### src/rtl/utim64_host_bridge.sv
// UTIM64 host bridge: turns 32/64-bit CPU register commands into single-word
// device requests and assembles in-order read responses, with a response timeout.
module utim64_host_bridge #(
    parameter int P_TIMEOUT   = 1024,
    parameter int P_DISCARD_W = 4
) (
    input  logic        iCLOCK,
    input  logic        iRESET,
    input  logic        iCMD_VALID,
    output logic        oCMD_BUSY,
    input  logic        iCMD_RW,
    input  logic        iCMD_WIDE,
    input  logic [3:0]  iCMD_ADDR,
    input  logic [63:0] iCMD_DATA,
    output logic        oRSP_VALID,
    output logic        oRSP_ERROR,
    output logic [63:0] oRSP_DATA,
    output logic        oSPURIOUS,
    output logic        oDEV_REQ_VALID,
    input  logic        iDEV_REQ_BUSY,
    output logic        oDEV_REQ_RW,
    output logic [3:0]  oDEV_REQ_ADDR,
    output logic [31:0] oDEV_REQ_DATA,
    input  logic        iDEV_REQ_VALID,
    input  logic [31:0] iDEV_REQ_DATA
);

    localparam int TMO_W  = $clog2(P_TIMEOUT + 1);
    localparam int DSUM_W = P_DISCARD_W + 1;

    typedef enum logic [2:0] {S_IDLE, S_SEND0, S_SEND1, S_WAIT, S_DONE} state_t;

    state_t                 state_q, state_d;
    logic                   rw_q, wide_q, err_q, spurious_q;
    logic [3:0]             addr_q;
    logic [63:0]            cmd_data_q, rsp_data_q;
    logic [1:0]             exp_q, rcv_q;
    logic [TMO_W-1:0]       tmo_q;
    logic [P_DISCARD_W-1:0] discard_q, discard_sat;
    logic [DSUM_W-1:0]      discard_sum;

    logic cmd_accept, wide_legal, dev_xfer, rsp_accept, rsp_late, rsp_spurious, timeout;

    assign cmd_accept   = iCMD_VALID && (state_q == S_IDLE);
    assign wide_legal   = iCMD_ADDR inside {4'd1, 4'd3, 4'd5, 4'd7, 4'd9};
    assign dev_xfer     = ((state_q == S_SEND0) || (state_q == S_SEND1)) && !iDEV_REQ_BUSY;
    // Only one word is in flight during SEND1, so at most the first response is expected there.
    assign rsp_accept   = iDEV_REQ_VALID && !rw_q &&
                          (((state_q == S_SEND1) && (rcv_q == 2'd0)) ||
                           ((state_q == S_WAIT) && (rcv_q < exp_q)));
    assign rsp_late     = iDEV_REQ_VALID && !rsp_accept && (discard_q != '0);
    assign rsp_spurious = iDEV_REQ_VALID && !rsp_accept && (discard_q == '0);
    assign timeout      = (state_q == S_WAIT) && !rsp_accept && (tmo_q == TMO_W'(P_TIMEOUT - 1));

    assign discard_sum  = DSUM_W'(discard_q) + DSUM_W'(exp_q - rcv_q);
    assign discard_sat  = discard_sum[P_DISCARD_W] ? '1 : discard_sum[P_DISCARD_W-1:0];

    always_ff @(posedge iCLOCK or posedge iRESET) begin
        if (iRESET) state_q <= S_IDLE;
        else        state_q <= state_d;
    end

    always_comb begin
        state_d = state_q;
        case (state_q)
            S_IDLE:  if (cmd_accept) state_d = (iCMD_WIDE && !wide_legal) ? S_DONE : S_SEND0;
            S_SEND0: if (dev_xfer)   state_d = wide_q ? S_SEND1 : (rw_q ? S_DONE : S_WAIT);
            S_SEND1: if (dev_xfer)   state_d = rw_q ? S_DONE : S_WAIT;
            S_WAIT:  if ((rsp_accept && (rcv_q + 2'd1 == exp_q)) || timeout) state_d = S_DONE;
            S_DONE:  state_d = S_IDLE;
            default: state_d = S_IDLE;
        endcase
    end

    // NOTE: request valid is combinational on busy so a busy cycle never counts as a transfer.
    always_comb begin
        oCMD_BUSY      = (state_q != S_IDLE);
        oDEV_REQ_VALID = dev_xfer;
        oDEV_REQ_RW    = 1'b0;
        oDEV_REQ_ADDR  = '0;
        oDEV_REQ_DATA  = '0;
        if (state_q == S_SEND0) begin
            oDEV_REQ_RW   = rw_q;
            oDEV_REQ_ADDR = addr_q;
            oDEV_REQ_DATA = wide_q ? cmd_data_q[63:32] : cmd_data_q[31:0];
        end else if (state_q == S_SEND1) begin
            oDEV_REQ_RW   = rw_q;
            oDEV_REQ_ADDR = addr_q + 4'd1;
            oDEV_REQ_DATA = cmd_data_q[31:0];
        end
        oRSP_VALID = (state_q == S_DONE);
        oRSP_ERROR = (state_q == S_DONE) && err_q;
        oRSP_DATA  = (state_q == S_DONE) ? rsp_data_q : '0;
        oSPURIOUS  = spurious_q;
    end

    always_ff @(posedge iCLOCK or posedge iRESET) begin
        if (iRESET) begin
            rw_q       <= 1'b0;
            wide_q     <= 1'b0;
            addr_q     <= '0;
            cmd_data_q <= '0;
            rsp_data_q <= '0;
            err_q      <= 1'b0;
            exp_q      <= '0;
            rcv_q      <= '0;
            tmo_q      <= '0;
            discard_q  <= '0;
            spurious_q <= 1'b0;
        end else begin
            spurious_q <= rsp_spurious;
            if (cmd_accept) begin
                rw_q       <= iCMD_RW;
                wide_q     <= iCMD_WIDE;
                addr_q     <= iCMD_ADDR;
                cmd_data_q <= iCMD_DATA;
                rsp_data_q <= '0;
                err_q      <= iCMD_WIDE && !wide_legal;
                exp_q      <= iCMD_RW ? 2'd0 : (iCMD_WIDE ? 2'd2 : 2'd1);
                rcv_q      <= '0;
                tmo_q      <= '0;
            end
            if (rsp_accept) begin
                rcv_q <= rcv_q + 2'd1;
                tmo_q <= '0;
                if (wide_q && (rcv_q == 2'd0)) rsp_data_q[63:32] <= iDEV_REQ_DATA;
                else                           rsp_data_q[31:0]  <= iDEV_REQ_DATA;
            end else if (state_q == S_WAIT) begin
                tmo_q <= tmo_q + TMO_W'(1);
            end
            // Words still owed by the device on timeout will arrive later and must be swallowed.
            if (timeout) begin
                err_q      <= 1'b1;
                rsp_data_q <= '0;
                discard_q  <= discard_sat;
            end else if (rsp_late) begin
                discard_q <= discard_q - 1'b1;
            end
        end
    end

endmodule
### config.mk
export PLATFORM = sky130hd
export DESIGN_NAME = utim64_host_bridge
export DESIGN_NICKNAME = d
export VERILOG_FILES = /design/src/rtl/utim64_host_bridge.sv
export SDC_FILE = /design/constraint.sdc
export NUM_CORES = 1
export LEC_CHECK = 0
export BUFFER_PORTS_ARGS = -buffer_cell sky130_fd_sc_hd__buf_4
export CORE_MARGIN = 3
export CORE_UTILIZATION = 50
export CTS_BUF_LIST = sky130_fd_sc_hd__clkbuf_4 sky130_fd_sc_hd__clkbuf_8
export DETAILED_ROUTE_END_ITERATION = 8
export PLACE_DENSITY = 0.79
export SLEW_MARGIN = 20
export SYNTH_ARGS = -nofsm -noshare
export SYNTH_HDL_FRONTEND = slang
export SYNTH_SLANG_ARGS = --single-unit
### constraint.sdc
create_clock -name iCLOCK -period 4.3 [get_ports iCLOCK]
set_input_delay 0.215 -clock iCLOCK [delete_from_list [all_inputs] [get_ports iCLOCK]]
set_output_delay 0.215 -clock iCLOCK [all_outputs]
set_load 0.005 [all_outputs]
==> reports/results.ini, run 1 <==
[floorplanning]
core-area_mm2=0.0154
dieHeight_um=133
ios=213
dieArea_mm2=0.0176
rows=45
start_util_pct=52.0
die_w_um=133

[detailed_routing]
vias_per_cell=5.65
wl_per_cell_um=18.6
wirelength_um=23600
firstDrtPassIters=5
drt_iter0_markers=606
route.vias.total=7162
drcViolationCount=0
ant_nets=0

[logic_synthesis]
synth_edf_count=0
synth.distinct_cells=57
synth_top_area_share_pct=49.3
yosysTopAreaCell=dfrtp_1
syn_nets=882
ys.flop_type=dfrtp_1
postSynthCellCount=763
yosysWarnings=0
yosys-top-cells-area=dfrtp_1 49%, mux2_2 10%, and3_1 5.1%, nand3_1 4.5%, a21oi_2 4.4%
syn_area_mm2=0.00802
async_flop_share_pct=100
ys_seq_area_share_pct=49.3
ys_seq_elements=158
synth_area_per_cell_um2=10.5

[hold_path]
hp-class=in2async

[finish]
drive_gt1_share_pct=36.1
fin_util_pct=71.7
final_common_cell=buf_4
syn2layout_area_growth_pct=38.0
fin_nets=1162
fin_cells=1268
final_cell_mix=218 x buf_4, 157 x dfrtp_1, 102 x dlygate4sd3_1, 86 x nand2_1, 72 x nand3_1
nFillCells=1126

[global_routing]
grt_antenna_before_repair=0
grt_use_total_pct=26.8
grt_pass1_vias=7405
grt-ovfl-total=0
grt_max_degree=159
grt_pass1_wl_um=38200

[worst_setup_path]
cpMaxStageDelayCell=nor2_4
cp_num_buf_inv=3
criticalPathCategory=reg2reg
r2r_slack_ps=1330
crit_path_end_kind=flip-flop
arrival_ps=3310
cp.required_ps=4640
worstReg2RegStart=exp_q[0]$_DFFE_PP0P_
worst_setup_path_start_kind=flip-flop
crit_chain=inv_1 > ha_1 > inv_1 > fa_1 > a21boi_2 > a211o_1 > nor2_4 > buf_12 > a21oi_1
crit_path_max_fanout=43
r2r_cells=9
crit_top_cell=inv_1
max_stage_delay_ps=670
reg2reg_to=rsp_data_q[11]$_DFF_PP0_
cp_top_family=compound AO/OA/AOI/OAI gates
critPathLaunch=exp_q[0]$_DFFE_PP0P_

[cts]
numCtsBuffers=17
path_clk_slew_ps=90
cts.repair.resized=0
cts_tree=done
clk_latency_ps=470
cts.sinks=158
cts_root_buffer=clkbuf_8
cts_hold_buf=102
post_cts_buffers=0
cts.path.max_buffers=2
h-tree-depth=4

[flow_run]
drv_cap=0

[timing]
timing.final.crit_share_pct=69.2
setup_tns_ps=0
finClkSkew_ps=17.1
report.final.slew_viol_count=0
relSlewSlack_pct=40.8
period_needed_ps=2970
worst_pin_slew_ps=889
whs_ps=-48.8
final-setup-viol-count=0
hold_violations=20
fmax_ghz=0.336
rsz0062_at_grt=false

[placed_design]
portBuffers=212
place_congestion=0.808
dp_hpwl_um=13600
place_inst=1133

[pwr]
peakVddDrop_v=0.000478
power_frac_clock_pct=16.3
leakagePower_nw=5.28
p_seq_share_pct=39.0
total_power_w=0.00664
swShare_pct=38.7
intPower_w=0.00407
p_comb_share_pct=44.7
p_switching_w=0.00257
p_per_area_mw_per_mm2=601

[run_status]
status=complete, but fails checks
violations=negative hold slack

-- synth_stat cells (2+ instances only) --
cell type	number
a22o_1	33
nor3_1	4
buf_1	4
mux2i_1	2
a21o_1	2
nand3_1	72
nand2b_1	5
a21boi_0	2
buf_2	26
nand3b_1	2
nor2b_1	3
ha_1	10
xnor2_1	4
o22ai_1	2
a211oi_1	2
nor2_1	17
fa_1	2
nand2_1	86
nor4_1	3
buf_12	5
and3_1	65
o21ai_1	2
clkbuf_1	27
o21ai_0	22
o31ai_1	3
mux2_2	71
o221ai_1	2
a22oi_1	3
inv_1	14
o41ai_2	2
o211ai_1	4
xor2_1	5
dfrtp_1	158
a21oi_2	40
a21oi_1	37
-- worst min-delay path, stage by stage --
cell        delay (ps)
buf_4              120
clkinvlp_4          70
buf_12             520
-- worst max path at each step --
stage / end / slack (ps) / cells after the start
6_report: rsp_data_q[11]$_DFF_PP0_ / 1330 / 9
2_1_floorplan: discard_q[2]$_DFFE_PP0P_ / 1970 / 10
5_1_grt: rsp_data_q[63]$_DFF_PP0_ / 1170 / 9
3_5_place_dp: rsp_data_q[22]$_DFF_PP0_ / 1370 / 9
4_1_cts: rsp_data_q[22]$_DFF_PP0_ / 1360 / 9
3_3_place_gp: rsp_data_q[21]$_DFF_PP0_ / 1390 / 9
-- kinds of logic after synthesis --
logic type,after synthesis,share of synthesized area [%]
XOR/XNOR,9,0.983
AND/OR/NAND/NOR,266,16.7
AO/OA/AOI/OAI,168,15.6
flip-flops,158,49.3
buffers and inverters,76,4.98
multiplexers,74,10.4
adder cells (fa/ha/maj),12,2.06
-- sequential cells by signal (all words and copies together), names as in the netlist --
signal	cells
state_q	3
cmd_data_q	64
rw_q	1
discard_q	4
tmo_q	11
addr_q	4
oSPURIOUS	1
rcv_q	2
wide_q	1
exp_q	2
rsp_data_q	64
err_q	1
-- power groups by stage --
stage | registers [W] | logic (W) | clock network [W]
floorplan | 0.00241 | 0.00197 | 0
global placement | 0.00254 | 0.00274 | 0
detailed placement | 0.00257 | 0.00283 | 0
CTS | 0.00255 | 0.00292 | 0.00109
global route | 0.00266 | 0.00323 | 0.00116
finish | 0.00259 | 0.00297 | 0.00108
-- final cells by class --
| cell class | instances | area (um2) | area share [%] |
|---|---|---|---|
| Inverter | 14 | 56.3 | 0.509 |
| Sequential cell | 158 | 3960 | 35.8 |
| Clock inverter | 13 | 118 | 1.06 |
| Timing Repair Buffer | 323 | 2720 | 24.6 |
| Antenna cell | 1 | 2.50 | 0.0226 |
| Tap cell | 211 | 264 | 2.39 |
| Clock buffer | 19 | 262 | 2.36 |
| Multi-Input combinational cell | 529 | 3690 | 33.3 |
-- metrics by stage --
stage          cell area, um2  hold slack (ps)  setup slack (ps)
2_1_floorplan            8020              313              1970
3_3_place_gp             9660              416              1390
3_5_place_dp             9660              427              1370
4_1_cts                 11100             2.41              1360
5_1_grt                 11100             1.75              1170
6_report                11100            -48.8              1330
-- metal layers --
metal	share of wire, %	wire, um	track usage, %	vias to the layer above
li1	-	-	-	3294
met1	40	9370	32.5	3569
met2	53	12400	46.8	244
met3	5.1	1190	5.97	55
met4	2.7	628	10.1	0
met5	0	0	0	-
Power figures use the tool's default switching activity.
==> run 2: changes to the inputs <==
==> constraint.sdc (replaced) <==
create_clock -name iCLOCK -period 2.7 [get_ports iCLOCK]
set_input_delay 0.135 -clock iCLOCK [delete_from_list [all_inputs] [get_ports iCLOCK]]
set_output_delay 0.135 -clock iCLOCK [all_outputs]
set_load 0.005 [all_outputs]
==> run 2 against run 1 <==
The flow now finishes without violations. Via count increased by 0.39%. First-iteration DRC count rose by 8.9%. Final area rose by 1.7%. Sequential power is 59% higher. Flip-flop and latch count stayed put. Global-route usage grew 0.94 points. Utilization rose by 1.2 points. Total power grew 63%. Routed wire length increased by 2.7%. Clock skew rose by 7.6 ps. Clock power increased by 70%. Highest routed layer unchanged.
==> reports/results.ini, run 2 (synthesis results as in run 1) <==
[worst_setup_path]
crit_chain=inv_1 > ha_1 > inv_1 > fa_1 > fa_1 > a21o_1 > a21oi_1 > xnor2_1 > o21ai_0 > o21ai_0
crit_path_max_fanout=4  ; -91%
arrival_ps=2860  ; -450 ps
max_stage_delay_ps=480  ; -190 ps
crit_path_end_kind=flip-flop
criticalPathCategory=reg2reg
cp.required_ps=3040  ; -1600 ps
worst_setup_path_start_kind=flip-flop
cpMaxStageDelayCell=fa_1

[detailed_routing]
ant_nets=0  ; unchanged
route.vias.total=7190  ; +0.39%
wirelength_um=24200  ; +2.7%
firstDrtPassIters=5  ; unchanged
wl_per_cell_um=18.9  ; +1.8%
drt_iter0_markers=660  ; +8.9%
vias_per_cell=5.62  ; -0.47%
drcViolationCount=0  ; unchanged

[placed_design]
dp_hpwl_um=14000  ; +3.0%
place_inst=1142  ; +0.79%
portBuffers=212  ; unchanged
place_congestion=0.831  ; +2.9%

[finish]
fin_cells=1279  ; +0.87%
antenna_cells=0  ; -1
fin_util_pct=73.0  ; +1.2 points
final_common_cell=buf_4
final_cell_mix=222 x buf_4, 157 x dfrtp_1, 105 x dlygate4sd3_1, 86 x nand2_1, 72 x nand3_1
drive_gt1_share_pct=36.5  ; +0.44 points
syn2layout_area_growth_pct=40.4
top_regs=cmd_data_q x64, rsp_data_q x64, tmo_q x11
fin_nets=1174  ; +1.0%

[timing]
hold_violations=0  ; -100%
fmax_ghz=0.397  ; +18%
rsz0062_at_grt=false
finClkSkew_ps=24.7  ; +7.56 ps
period_needed_ps=2520  ; -452 ps
worst_pin_slew_ps=603  ; -285 ps
timing.final.crit_share_pct=93.4  ; +24 points
relSlewSlack_pct=59.7  ; +19 points
setup_tns_ps=0  ; unchanged
final-setup-viol-count=0  ; unchanged
report.final.slew_viol_count=0  ; unchanged

[cts]
cts.path.max_buffers=2  ; unchanged
h-tree-depth=4  ; unchanged
numCtsBuffers=17  ; unchanged
path_clk_slew_ps=80  ; about the same
cts.sinks=158  ; unchanged
clk_latency_ps=470  ; about the same
cts_root_buffer=clkbuf_8
post_cts_buffers=0  ; unchanged
cts_tree=done

[floorplanning]
die_w_um=133  ; unchanged
dieHeight_um=133  ; unchanged
start_util_pct=52.0  ; unchanged
core-area_mm2=0.0154  ; unchanged
dieArea_mm2=0.0176  ; unchanged
ios=213  ; unchanged
rows=45  ; unchanged

[pwr]
p_per_area_mw_per_mm2=962  ; +60%
leakagePower_nw=5.39  ; +2.0%
peakVddDrop_v=0.000787  ; +64%

[global_routing]
grt_pass1_wl_um=39200  ; +2.8%
grt_max_degree=83  ; -48%
grt_pass1_vias=7345  ; -0.81%
grt_antenna_before_repair=0  ; unchanged
grt_use_total_pct=27.8  ; +0.94 points
grt-ovfl-total=0  ; unchanged

[flow_run]
drv_cap=0  ; unchanged

[run_status]
status=complete, no violations

[hold_path]
hp-class=in2reg

## run 2: cell count changes in the layout (fill, tap and decap cells not counted), sizes merged
cell / previous run / this run
diode: 1 / 0
clkinv: 4 / 6
clkinvlp: 2 / 3
inv: 21 / 16
bufinv: 0 / 2
buf: 221 / 230
dlygate4sd3: 102 / 105
## run 2: layout make-up
cell class                      count  area, um2
Clock buffer                       19        255
Clock inverter                     13        158
Timing Repair Buffer              335       2880
Fill cell                        1115       4170
Tap cell                          211        264
Multi-Input combinational cell    529       3690
Sequential cell                   158       3960
Inverter                           14       56.3
## run 2: timing repair
action,in CTS,in global routing
endpoints found under the hold margin,295,0
setup endpoints to repair,0,1
hold buffers,105,0
gates resized for setup,0,1
## run 2: final timing paths
path,slack [ps],to,cells past startpoint,from
max,180,discard_q[1]$_DFFE_PP0P_,10,exp_q[0]$_DFFE_PP0P_
max in group asynchronous,1960,rsp_data_q[27]$_DFF_PP0_,4,iRESET
max reg2reg,180,discard_q[1]$_DFFE_PP0P_,10,exp_q[0]$_DFFE_PP0P_
min reg2reg,510,cmd_data_q[55]$_DFFE_PP0P_,1,cmd_data_q[55]$_DFFE_PP0P_
min in group asynchronous,360,cmd_data_q[3]$_DFFE_PP0P_,4,iRESET
min,120,state_q[1]$_DFFE_PP0P_,4,iDEV_REQ_BUSY
## run 2: worst max-delay path: cells and delay by family (launching register included)
family                     cells  cell delay, ps
DFF                            1             380
xor gates and xnor gates       1             150
adders and majority gates      3            1080
buffers and inverters          2             110
AOI/OAI and AO/OA              4             690
## run 2: power by group
| part | total (W) | switching, W | internal [W] |
|---|---|---|---|
| clock | 0.00184 | 0.000959 | 0.000879 |
| sequential | 0.00413 | 0.000714 | 0.00341 |
| combinational | 0.00486 | 0.00243 | 0.00243 |
## run 2: routing by layer
| layer | global-route usage (%) | share of wire (%) |
|---|---|---|
| met3 | 6.20 | 5.0 |
| met5 | 0 | 0 |
| met4 | 11.5 | 3.5 |
| met2 | 47.6 | 52 |
| met1 | 34.0 | 39 |
## run 2: metrics by stage
stage / power [W] / cell area [um2] / worst slack, ps / hold slack, ps
floorplan: 0.00698 / 8020 / 373 / 233
global placement: 0.00851 / 9780 / 282 / 321
detailed placement: 0.00866 / 9780 / 193 / 318
CTS: 0.0106 / 11200 / 180 / 85.0
global route: 0.0115 / 11300 / 8.08 / 115
finish: 0.0108 / 11300 / 178 / 117
